## src/rtl/y86_pkg.sv

```systemverilog
// Shared Y86-64 constants: instruction codes, special register ids and default datapath width.
package y86_pkg;

  localparam int unsigned DATA_W_DEF = 64;

  localparam logic [3:0] IHALT   = 4'h0;
  localparam logic [3:0] INOP    = 4'h1;
  localparam logic [3:0] IRRMOVQ = 4'h2;
  localparam logic [3:0] IIRMOVQ = 4'h3;
  localparam logic [3:0] IRMMOVQ = 4'h4;
  localparam logic [3:0] IMRMOVQ = 4'h5;
  localparam logic [3:0] IOPQ    = 4'h6;
  localparam logic [3:0] IJXX    = 4'h7;
  localparam logic [3:0] ICALL   = 4'h8;
  localparam logic [3:0] IRET    = 4'h9;
  localparam logic [3:0] IPUSHQ  = 4'hA;
  localparam logic [3:0] IPOPQ   = 4'hB;

  localparam logic [3:0] RRSP  = 4'h4;
  localparam logic [3:0] RNONE = 4'hF;

endpackage

```

## src/rtl/wb_dst_decode.sv

```systemverilog
// Write-back destination decode: icode/cnd/rA/rB -> E and M destination register ids.
// Purely combinational so the hazard unit can share it.
module wb_dst_decode
  import y86_pkg::*;
(
  input  logic [3:0] icode_i,
  input  logic       cnd_i,
  input  logic [3:0] ra_i,
  input  logic [3:0] rb_i,
  output logic [3:0] dst_e_o,
  output logic [3:0] dst_m_o
);

  always_comb begin
    dst_e_o = RNONE;
    dst_m_o = RNONE;
    case (icode_i)
      IRRMOVQ: begin
        // cmovXX that fails its condition writes nothing
        if (cnd_i) dst_e_o = rb_i;
      end
      IIRMOVQ, IOPQ:               dst_e_o = rb_i;
      ICALL, IRET, IPUSHQ, IPOPQ:  dst_e_o = RRSP;
      default: ;
    endcase
    case (icode_i)
      IMRMOVQ, IPOPQ: dst_m_o = ra_i;
      default: ;
    endcase
  end

endmodule

```

## src/rtl/regfile_wb.sv

```systemverilog
// Y86-64 write-back stage and register file: two write ports (E, M), two read ports (A, B),
// sticky halt and retire counter. Define REGFILE_BYPASS_EN for same-cycle write-through reads.
module regfile_wb
  import y86_pkg::*;
#(
  parameter int unsigned       DATA_W    = DATA_W_DEF,
  parameter int unsigned       NREG      = 15,
  parameter logic [DATA_W-1:0] RSP_RESET = '0,
  parameter int unsigned       CNT_W     = 32
) (
  input  logic              clk,
  input  logic              rst_n,
  input  logic              wb_valid,
  input  logic              wb_stall,
  input  logic [3:0]        icode,
  input  logic [3:0]        rA,
  input  logic [3:0]        rB,
  input  logic              cnd,
  input  logic [DATA_W-1:0] valE,
  input  logic [DATA_W-1:0] valM,
  input  logic [3:0]        srcA,
  input  logic [3:0]        srcB,
  output logic [DATA_W-1:0] valA,
  output logic [DATA_W-1:0] valB,
  output logic [3:0]        dstE,
  output logic [3:0]        dstM,
  output logic              halted,
  output logic [CNT_W-1:0]  retire_cnt
);

  logic [DATA_W-1:0] regs_q [NREG];
  logic              halted_q;
  logic [CNT_W-1:0]  retire_cnt_q;
  logic              commit;
  logic              wr_e;
  logic              wr_m;
  logic [DATA_W-1:0] rd_a;
  logic [DATA_W-1:0] rd_b;

  wb_dst_decode u_dst_decode (
    .icode_i (icode),
    .cnd_i   (cnd),
    .ra_i    (rA),
    .rb_i    (rB),
    .dst_e_o (dstE),
    .dst_m_o (dstM)
  );

  assign commit = wb_valid & ~wb_stall & ~halted_q;
  // Ids past the implemented file (other than RNONE) are silently dropped
  assign wr_e   = commit && (dstE != RNONE) && (32'(dstE) < NREG);
  assign wr_m   = commit && (dstM != RNONE) && (32'(dstM) < NREG);

  always_ff @(posedge clk or negedge rst_n) begin
    if (!rst_n) begin
      for (int i = 0; i < NREG; i++) begin
        regs_q[i] <= (i == int'(RRSP)) ? RSP_RESET : '0;
      end
      halted_q     <= 1'b0;
      retire_cnt_q <= '0;
    end else if (commit) begin
      retire_cnt_q <= retire_cnt_q + CNT_W'(1);
      if (icode == IHALT) halted_q <= 1'b1;
      if (wr_e) regs_q[dstE] <= valE;
      // M port is written last so it wins when both target the same register
      if (wr_m) regs_q[dstM] <= valM;
    end
  end

  always_comb begin
    rd_a = '0;
    rd_b = '0;
    if (32'(srcA) < NREG) rd_a = regs_q[srcA];
    if (32'(srcB) < NREG) rd_b = regs_q[srcB];
  end

`ifdef REGFILE_BYPASS_EN
  always_comb begin
    valA = rd_a;
    valB = rd_b;
    if (wr_m && (srcA == dstM))      valA = valM;
    else if (wr_e && (srcA == dstE)) valA = valE;
    if (wr_m && (srcB == dstM))      valB = valM;
    else if (wr_e && (srcB == dstE)) valB = valE;
  end
`else
  assign valA = rd_a;
  assign valB = rd_b;
`endif

  assign halted     = halted_q;
  assign retire_cnt = retire_cnt_q;

endmodule

```

## config.mk

```make
export PLATFORM = sky130hd
export DESIGN_NAME = regfile_wb
export DESIGN_NICKNAME = d
export VERILOG_FILES = /design/src/rtl/y86_pkg.sv /design/src/rtl/wb_dst_decode.sv /design/src/rtl/regfile_wb.sv
export SDC_FILE = /design/constraint.sdc
export NUM_CORES = 2
export LEC_CHECK = 0
export CAP_MARGIN = 15
export CORE_MARGIN = 10
export CORE_UTILIZATION = 45
export DETAILED_ROUTE_END_ITERATION = 12
export SYNTH_ARGS = -nofsm -noshare
export SYNTH_HDL_FRONTEND = slang
export SYNTH_SLANG_ARGS = --single-unit
```

## constraint.sdc

```tcl
create_clock -name clk -period 3.45 [get_ports clk]
set_input_delay 0.5175 -clock clk [delete_from_list [all_inputs] [get_ports clk]]
set_output_delay 0.5175 -clock clk [all_outputs]
set_load 0.1 [all_outputs]
```

* After elaboration in Yosys (flattened, before gate mapping)
Index checks and enable logic that the tools add are counted.
Word-level totals: memories 0, memory bits (read-only) 0, register bits 993, word-level logic and storage cells 77, bits in latches 0, output and inout bits 169, input port bits 153, bits in writable memories 0
Cells by class: $mul 0, shift-type cells 0, divide/modulo/power cells 0, mux-type cells 20, add/subtract/negate cells 1, magnitude comparators 10, reductions and logical operators 11, equal/unequal tests 10, bitwise logic cells 8
Operators with widths (number):
- $mux W960 | 3
- $bwmux W960 | 2
- $bmux W64 S4 | 2
- $demux W64 S4 | 2
- $mux W64 | 8
- $add A32 B1 Y32 const B | 1
- $ge A5 B5 Y1 const B | 4
- $not A4 Y5 | 4
- $eq A4 B4 Y1 const B | 4
- $lt A4 B4 Y1 const B | 4
- $pmux W4 S3 | 1
- $lt A5 B1 Y1 const B | 2
- $eq A4 B2 Y1 const B | 2
- $eq A4 B3 Y1 const B | 2
- $mux W4 | 2
- $ne A4 B4 Y1 const B | 2
- $logic_and A1 B1 Y1 | 6
- $logic_not A4 Y1 | 1
- $reduce_or A2 Y1 | 2
- $reduce_or A4 Y1 | 1
- $and A1 B1 Y1 | 2
- $not A1 Y1 | 2
- $reduce_and A2 Y1 | 1

* Logic depth before layout (Yosys ltp)
depth after elaboration 13, depth in mapped cells 10, depth with buffers taken out 6

* Hierarchy
From an unflattened synthesis, not the netlist that was laid out.
Second synthesis, totals: cell total of the unflattened synthesis 5764, area total of the unflattened synthesis 60451.7 um2
By module, submodules not included:
- regfile_wb | times used 1, area an instance 60311.6 um2, seq. area each 24848.8 um2, cells each 5742
- wb_dst_decode | times used 1, area an instance 140.1 um2, seq. area each 0.0 um2, cells each 22

* Least setup slack after synthesis
No wires, ideal clock.
path type input port to output port, start point input port srcB[0], end point output port valB[0], stages 5, buffers on the path 3, arrival 2775 ps, required time 2932 ps, path slack 157 ps, path through clkbuf_1 -> clkbuf_1 -> buf_1 -> mux4_2 -> mux4_2
Between the ends: word-level cells in the longest chain between the ends 5, elaborated cells on any way between the ends 6, classes of those cells order compare: 1; mux: 4; bitwise: 1
Ends and longest elaborated chain:
- from (decl) | RTL line regfile_wb.sv:22 | input logic [3:0] srcB,
- $not A4 Y5 (not written as such) | RTL line regfile_wb.sv:74 | if (32'(srcB) < NREG) rd_b = regs_q[srcB];
- $bmux W64 S4 | RTL line regfile_wb.sv:74
- $mux W64 (not written as such) (2 in a row) | RTL line regfile_wb.sv:74
- $mux W64 * | RTL line regfile_wb.sv:74
- to (decl) | RTL line regfile_wb.sv:24 | output logic [DATA_W-1:0] valB,
Every way passes the cells marked *; elsewhere a longest branch is shown, timed or not. The select of a mux whose other input is x is not followed.

* Worst setup path in the final report
start point input port srcB[0], end point output port valB[5]
The elaborated chain is that of the path after synthesis.

==> summary.txt <==
Status - finished clean
Leak - 29.37 nW
Max_cap viols - 0
Worst-margin pin slew - 1.287 ns
Via count - 52.59k
Crit-path max FO - 27
Multi-input gate area - 29000 µm²
Most used DFF post-synth - dfrtp_1
GRT Resource Usage Total - 33.90%
Crit path buf inv count - 3
Count leader, synth - dfrtp_1
First-pass GRT wire length - 359600 µm
WP depth - 5
# Post-CTS Setup Buffers - 0
Post-synth top cells - dfrtp_1, nor2_1, o22ai_1
Post-synth cell types - 59
Crit path max-delay cell type - mux4_2
Reg2Reg Capture Point - regs_q[672]
Nets - 5793
Post-synthesis mux area share - 22.43%
Total power - 40.15 mW
CTS Root Cell - clkbuf_16
Total Wirelength - 247100 µm
Crit. End Element - output port
Buffers added on ports - 321
Layout fillers - 10.73k
Sink Count - 993
Max Freq - 321.5 MHz
CTS tree - yes
Area growth syn-to-layout - 21.69%
Slew Limit Fails - 0
Synth async-reset ratio - 100.0%
Post-synth EDFFs - 0
Core Rows - 130
Cell Chain, Critical Path - buf_8 -> buf_4 -> mux4_2 -> mux4_2 -> buf_12
Setup TNS - 0 ns
Post-synthesis compound-gate area fraction - 16.47%
WHS - 0.4425 ns
DRT Pass-1 Iters - 6
Largest family of logic cells by synthesized area - multiplexers
Core Region - 125900 µm²
Post-Synth Adder-Cell Area - 0.02190%
Critical Path Max Stage Delay - 0.59 ns
Finished Cell Area - 69510 µm²
Seq cells post-synth - 993
Hold crit path type - primary input to async pin
Top cell type's share of synthesized area - 43.50%
Starting density of the core - 45.37%
WP data required - 2.93 ns
Die width - 376.3 µm
GRT overflow - 0
Syn nets - 5699
Critical path class - primary input to output port
Xor-xnor portion of the synthesized cell area - 0.4753%
Final estimated routing congestion in global placement - 0.8741
Routed wire per std cell - 33.42 µm
Clock Skew - 0.01877 ns
Fin crit share - 90.16%
Die height - 376.3 µm
Top area cells in the synthesized netlist - dfrtp_1, mux4_2, o22ai_1
CTS max path bufs - 3
Depth of the worst register-to-register path - 6
R2r startpoint - halted
H-tree Lvls - 3
Final core occ - 55.22%
Post-route DRC - 0
Largest net degree at the start of global routing - 87
Synth area leader - dfrtp_1
Cell Area, Synth - 57120 µm²
Cells after Synth - 5545
Drt first-iter violations - 8242
Initial antenna violation count - 16
Hpwl dp - 146200 µm
Final setup fails - 0
CTS Buf Count - 113
Vias in the first global route - 51.23k
Syn. warnings - 0
Worst slew margin - 13.97%
Routed vias/inst - 7.113
R2R setup slack - 0.86 ns
Die area - 141600 µm²
Pwr per Cell Area - 577.6 nW/µm²
Nature of the critical path startpoint - primary input
Mean area per synthesized cell - 10.30 µm²
Register area share after synthesis - 43.50%
Minimum clock period - 3.111 ns
Clk Latency, worst-skew pair - 0.74 ns
RSZ-0062 raised after global routing - false
Post-Synth Simple-Gate Area - 10.89%
Register area - 24850 µm²
Crit path to - valB[5]
Layout cells sized above 1 - 21.72%
Clock transition at path regs - 0.06 ns
Crit path launch - srcB[0]
# IOs - 322
Crit path top cell by count - mux4_2
Routed Antenna Nets - 0
Critical path arrival - 2.59 ns
Largest delay contributor family on the critical path - multiplexers
Final Hold Fails - 0
Cell Area, Placed - 65590 µm²
Worst VDD drop - 0.4262 mV
## where the power goes
| group | internal, mW | leakage, nW | switching (mW) |
|---|---|---|---|
| combinational | 5.29 | 15.6 | 6.61 |
| clock | 7.55 | 1.90 | 5.29 |
| sequential | 13.7 | 11.8 | 1.70 |
## worst min path at each step
stage	startpoint	endpoint	slack (ns)
after floorplan	rst_n	halted	0.22
after global placement	retire_cnt[31]	retire_cnt[31]	0.47
after detailed placement	retire_cnt[31]	retire_cnt[31]	0.47
after CTS	rst_n	regs_q[380]	0.46
after global routing	rst_n	regs_q[380]	0.49
final	rst_n	regs_q[380]	0.44
## state kept, by name (all words and copies together) (netlist names)
register,cells
retire_cnt,32
regs_q,960
halted,1
## layer usage
metal	track usage, %	vias to the layer above	part of all wire (%)
met3	9.324	950	13
met2	50.88	4257	45
met4	19.11	10	6.4
met5	0	-	0.028
met1	44.19	26410	36
li1	-	20960	-
## cell type report
class / count / share of cell area (%)
multi-input cells: 3631 / 41.72
diodes: 12 / 0.04320
clock buffers: 170 / 4.797
inverters: 283 / 1.528
flip-flops and latches: 993 / 35.75
clock inverters: 37 / 0.7848
well taps: 1650 / 2.970
repair buffers: 617 / 12.41
## stage by stage
step	setup WS (ns)	cells
2_1_floorplan	0.1570	5545
3_3_place_gp	0.1958	7173
3_5_place_dp	0.09845	7173
4_1_cts	0.3363	7381
5_1_grt	0.2907	7387
6_report	0.3394	7393
## cells in the final DEF, fill, tap and decap left out, types with 115 or more instances in the layout
cell             netlist  routed
buf_4                  0     155
dfrtp_1              993     993
o22ai_1              832     832
nand2_1              150     148
mux4_2               512     512
inv_1                281     281
o21ai_0              150     150
nor3_1               239     239
clkbuf_16              0     115
clkdlybuf4s50_1        0     173
buf_12                 0     281
a21oi_1              341     341
nor2_1               885     882
mux2i_1              128     128
## what timing repair did
item                                    4_1_cts  5_1_grt
endpoints found under the hold margin        57        0
endpoints found under the setup margin        0        0
resized for setup                             0        0
hold buffers                                  1        0
## kinds of logic after synthesis
| logic type | count (synthesis) |
|---|---|
| buffers and inverters | 921 |
| AND/OR/NAND/NOR | 1436 |
| AO/OA/AOI/OAI | 1523 |
| adder cells (fa/ha/maj) | 1 |
| multiplexers | 640 |
| flip-flops | 993 |
| XOR/XNOR | 31 |
## worst reg2reg max path: stages (launching register included)
cell	delay [ns]
dfrtp_1	0.42
nor3b_2	0.21
o2111ai_1	0.30
a311oi_4	0.68
nand2b_4	0.29
buf_12	0.32
o221a_2	0.28
Note: power is estimated with default switching activity, not from simulation.
